===== config.mk =====
export PLATFORM = sky130hd
export DESIGN_NAME = ram1_arbiter
export DESIGN_NICKNAME = d
export VERILOG_FILES = /design/src/rtl/ram1_arbiter.sv
export SDC_FILE = /design/constraint.sdc
export NUM_CORES = 1
export LEC_CHECK = 0
export ABC_CLOCK_PERIOD_IN_PS = 4050
export CAP_MARGIN = 10
export CORE_UTILIZATION = 45
export DETAILED_ROUTE_END_ITERATION = 12
export PLACE_DENSITY = 0.85
export SETUP_SLACK_MARGIN = 0.5
export SLEW_MARGIN = 20
export SYNTH_ARGS = -nofsm -noshare
export SYNTH_HDL_FRONTEND = slang
export SYNTH_SLANG_ARGS = --single-unit

===== constraint.sdc =====
create_clock -name clk -period 4.05 [get_ports clk]
set_clock_uncertainty 0.1 [all_clocks]
set_input_delay 0.81 -clock clk [delete_from_list [all_inputs] [get_ports clk]]
set_output_delay 0.81 -clock clk [all_outputs]
set_load 0.01 [all_outputs]

===== src/rtl/ram1_arbiter.sv =====
// rtl/ram1_arbiter.sv - RAM1 SRAM bus arbiter between instruction fetch and data ports.
// Optional macro RAM1_ARB_ROUND_ROBIN_EN selects round-robin arbitration instead of fixed D priority.
module ram1_arbiter #(
    parameter int         WAIT_CYCLES = 1,
    parameter logic [1:0] BANK        = 2'b00
) (
    input  logic        clk,
    input  logic        rst,
    input  logic        if_req,
    input  logic [15:0] if_addr,
    output logic [15:0] if_rdata,
    output logic        if_ack,
    input  logic        d_req,
    input  logic        d_we,
    input  logic [15:0] d_addr,
    input  logic [15:0] d_wdata,
    output logic [15:0] d_rdata,
    output logic        d_ack,
    output logic        conflict,
    output logic        busy,
    output logic [17:0] ram_addr,
    output logic [15:0] ram_dout,
    output logic        ram_drive,
    input  logic [15:0] ram_din,
    output logic        ram_en_n,
    output logic        ram_oe_n,
    output logic        ram_we_n
);

    typedef enum logic [1:0] {
        IDLE,
        ACCESS,
        DONE
    } state_t;

    localparam logic [2:0] CNT_LAST = 3'(WAIT_CYCLES - 1);

    state_t      state, state_nxt;
    logic [2:0]  cnt, cnt_nxt;
    logic        owner_d, owner_nxt;
    logic        wr_q, wr_nxt;
    logic        last_grant_d, last_nxt;
    logic        grant_d;

    logic [17:0] addr_nxt;
    logic [15:0] dout_nxt;
    logic        drive_nxt;
    logic        en_nxt;
    logic        oe_nxt;
    logic        we_nxt;
    logic [15:0] if_rdata_nxt;
    logic [15:0] d_rdata_nxt;
    logic        if_ack_nxt;
    logic        d_ack_nxt;

    assign conflict = if_req & d_req & (state == IDLE);

    always_ff @(posedge clk) begin
        if (rst) begin
            state        <= IDLE;
            cnt          <= 3'd0;
            owner_d      <= 1'b0;
            wr_q         <= 1'b0;
            last_grant_d <= 1'b0;
            ram_addr     <= {BANK, 16'h0000};
            ram_dout     <= 16'h0000;
            ram_drive    <= 1'b0;
            ram_en_n     <= 1'b1;
            ram_oe_n     <= 1'b1;
            ram_we_n     <= 1'b1;
            if_rdata     <= 16'h0000;
            d_rdata      <= 16'h0000;
            if_ack       <= 1'b0;
            d_ack        <= 1'b0;
            busy         <= 1'b0;
        end else begin
            state        <= state_nxt;
            cnt          <= cnt_nxt;
            owner_d      <= owner_nxt;
            wr_q         <= wr_nxt;
            last_grant_d <= last_nxt;
            ram_addr     <= addr_nxt;
            ram_dout     <= dout_nxt;
            ram_drive    <= drive_nxt;
            ram_en_n     <= en_nxt;
            ram_oe_n     <= oe_nxt;
            ram_we_n     <= we_nxt;
            if_rdata     <= if_rdata_nxt;
            d_rdata      <= d_rdata_nxt;
            if_ack       <= if_ack_nxt;
            d_ack        <= d_ack_nxt;
            busy         <= (state_nxt != IDLE);
        end
    end

    always_comb begin
        state_nxt    = state;
        cnt_nxt      = cnt;
        owner_nxt    = owner_d;
        wr_nxt       = wr_q;
        last_nxt     = last_grant_d;
        addr_nxt     = ram_addr;
        dout_nxt     = ram_dout;
        drive_nxt    = ram_drive;
        en_nxt       = ram_en_n;
        oe_nxt       = ram_oe_n;
        we_nxt       = ram_we_n;
        if_rdata_nxt = if_rdata;
        d_rdata_nxt  = d_rdata;
        if_ack_nxt   = 1'b0;
        d_ack_nxt    = 1'b0;

`ifdef RAM1_ARB_ROUND_ROBIN_EN
        // On a tie, hand the bus to whichever port did not win last time.
        grant_d = d_req & (~if_req | ~last_grant_d);
`else
        grant_d = d_req;
`endif

        unique case (state)
            IDLE: begin
                if (d_req | if_req) begin
                    owner_nxt = grant_d;
                    wr_nxt    = grant_d & d_we;
                    addr_nxt  = {BANK, (grant_d ? d_addr : if_addr)};
                    en_nxt    = 1'b0;
                    cnt_nxt   = 3'd0;
                    state_nxt = ACCESS;
                    if (grant_d & d_we) begin
                        drive_nxt = 1'b1;
                        dout_nxt  = d_wdata;
                        oe_nxt    = 1'b1;
                        we_nxt    = 1'b0;
                    end else begin
                        drive_nxt = 1'b0;
                        oe_nxt    = 1'b0;
                        we_nxt    = 1'b1;
                    end
                end
            end
            ACCESS: begin
                if (cnt == CNT_LAST) begin
                    if (!wr_q) begin
                        if (owner_d) d_rdata_nxt  = ram_din;
                        else         if_rdata_nxt = ram_din;
                    end
                    // Address stays latched through DONE so the write sees stable address at WE rise.
                    we_nxt     = 1'b1;
                    oe_nxt     = 1'b1;
                    en_nxt     = 1'b1;
                    drive_nxt  = 1'b0;
                    d_ack_nxt  = owner_d;
                    if_ack_nxt = ~owner_d;
                    state_nxt  = DONE;
                end else begin
                    cnt_nxt = cnt + 3'd1;
                end
            end
            DONE: begin
                last_nxt  = owner_d;
                state_nxt = IDLE;
            end
            default: begin
                state_nxt = IDLE;
            end
        endcase
    end

endmodule


==> metrics.cfg <==
[clocking]
cts_tree=done
clock-root-buffer=clkbuf_8
clkSinkCount=78
clk_pin_slew_ns=0.08
htreeDepth=3
cts_resized=0
post-cts-setup-buffer-count=0
cts_buffer_depth=2
cts_buffers=9
ctsHoldBuffers=0
clock_latency_ns=0.33

[grt]
track_usage_pct=20.90
grt_pass1_wl_mm=12.49
grt_max_degree=84
gr-total-overflow=0
antenna_found_initial=0
grt_pass1_vias=2753

[worst_setup_path]
critical_path.top_delay_family=buffers and inverters
worstPathRequired_ns=3.14
crit_start=if_req
crit_type=in2out
max_stage_delay_ns=0.55
r2r-start=cnt[0]$_SDFFE_PP0P_
cp_cell_sequence=clkdlybuf4s50_1 > and3_1 > clkdlybuf4s50_1
cp_slowest_cell=clkdlybuf4s50_1
startpoint_type=input port
cp-end-kind=primary output
reg2reg_slack_ns=2.03
cp.arrival_ns=2.09
r2r-end=if_rdata[4]$_SDFFE_PP0P_
cp_common_cell=clkdlybuf4s50_1
reg2reg_depth=5
crit_buf_inv=2
cp_max_fo=5

[drt]
viasPerCell=4.945
drt_iter0_drc=80
wl_mm=7.760
drt_pass1_iterations=4
ant_nets=0
drc=0
avgRoutedWirePerCell_um=13.66
num_vias=2809

[logic_synthesis]
ys_ff_latch=78
synth_mux_area_share_pct=14.98
synthTopCellsByArea=dfxtp_1, mux2i_1, nand2b_1
synth_async_sr_flop_share_pct=0
yosysMostFrequentCell=dfxtp_1
yosysUniqueCellTypes=33
synth-xor-area-share_pct=0
synth_top_family_by_area=simple AND/OR/NAND/NOR gates
synth_top_area_cell=dfxtp_1
synthTopCellsByCount=dfxtp_1, nand2b_1, mux2i_1
synth_top_area_share_pct=47.71
ys_warn_count=0
synth_cells=339
synth_edf_count=0
synth-compound-area-share_pct=11.74
avgSynthCellArea_um2=9.655
synth-simple-area-share_pct=19.50
ys.flop_type=dfxtp_1
syn_area_um2=3273
synth-seq-area-share_pct=47.71
synth_fa_ha_area_share_pct=0.7645

[worst_hold_path]
hp-class=reg2reg
min_to=ram_dout[7]$_SDFFE_PP0P_
worstHoldPathCells=2
hp-start=ram_dout[7]$_SDFFE_PP0P_

[sta]
slew_headroom_pct=35.99
fmax_ghz=0.3333
drv_slew=0
fin_tns_setup_ns=0
period_minus_slack_ns=3.000
tightest_slew_ns=0.9549
rsz0062_at_grt=no
post-route-period-util_pct=74.09
hold_viol=0
setup_viol=0

[pwr]
power_uw=1900
ir_drop_mv=0.1900
leakagePower_uw=0.001903
p_per_area_nw_per_um2=385.6

[floorplanning]
start_util_pct=47.39
core-area_um2=6907
die_w_um=87.29
ios=143
dieArea_um2=7619
fp.dieH_um=87.29
placementRows=30

[layout]
register_area_um2=1562
postLayoutCellArea_um2=4928
fill_cells=557
nets=538
final_util_pct=71.36
n_antenna_cell=0
multi_input_area_um2=1550
drive_gt1_share_pct=6.568
syn_to_final_growth_pct=50.57

[status]
status=finished, final reports clean

[flow_run]
cap_violations=0

[place]
port_buffers=140
dp_hpwl_mm=5.766
placed_area_um2=4669
place_congestion=0.7216

## cell usage in the layout (no fill, tap or decap), drive strengths merged
cell type      count
nand4bb            2
clkbuf            11
clkinvlp           2
nor3b              1
a21o               2
nand2b            50
nand2             34
ha                 2
or3                1
dfxtp             78
or2                2
bufinv             3
mux2i             49
nand3              2
nand3b             1
inv                3
o21ai              6
nor3               4
and4bb             2
nor2              10
and2               1
a22oi              1
and3               1
o32ai              1
a21boi             1
and2b              2
buf                5
conb               2
clkdlybuf4s50    139
a21bo              1
a211oi            16
a21oi             37
## per-layer routing
metal	wire [µm]	vias up	share of wire [%]	global-route usage (%)
met5	0	-	0	0
met4	70	0	0.90	7.601
met3	688	6	8.9	7.678
met2	3663	106	47	35.51
met1	3338	1295	43	24.03
li1	-	1402	-	-
## cells by family after synthesis
logic type | count (synthesis)
simple gates | 113
flops | 78
fa+ha+maj | 2
other cells | 1
mux | 49
compound gates | 65
buf+inv | 31
## registers in the layout, indices dropped and copies added, names as in the netlist
register and flops:
d_ack 1, ram_addr 16, d_rdata 16, owner_d 1
ram_we_n 1, ram_en_n 1, busy 1, if_ack 1
if_rdata 16, wr_q 1, ram_dout 16, ram_oe_n 1
ram_drive 1, state 2, cnt 3
## worst register-to-register path: stages (launching register included)
cell and delay [ns]:
dfxtp_1 0.32, inv_1 0.10, ha_1 0.27, nand4bb_4 0.15
nor3_2 0.74, mux2i_1 0.28
## report_power, final
group          total, µW  switching (µW)  internal, µW
registers            846            30.6           816
logic                338             141           198
clock network        716             272           443
## cell type report
cell class                 instances  area share, %
timing repair buffer             144          28.99
clock inverter                     5          2.133
clock buffer                      11          3.072
multi-input combinational        231          31.45
sequential                        78          31.68
tap                               96          2.437
inverter                           3         0.2285
## metrics by stage
step | setup WS (ns) | hold slack, ns | cells
after global routing | 1.017 | 0.3775 | 568
after detailed placement | 1.056 | 0.3453 | 552
after floorplan | 1.757 | 0.3794 | 340
final | 1.050 | 0.3567 | 568
after global placement | 1.068 | 0.3414 | 552
after CTS | 1.046 | 0.3565 | 568
## how the worst max path moves through the flow
stage / endpoint / depth (start not counted)
2_1_floorplan: conflict / 3
3_3_place_gp: conflict / 3
3_5_place_dp: conflict / 3
4_1_cts: conflict / 3
5_1_grt: conflict / 3
6_report: conflict / 3
Note: power is estimated with default switching activity, not from simulation.
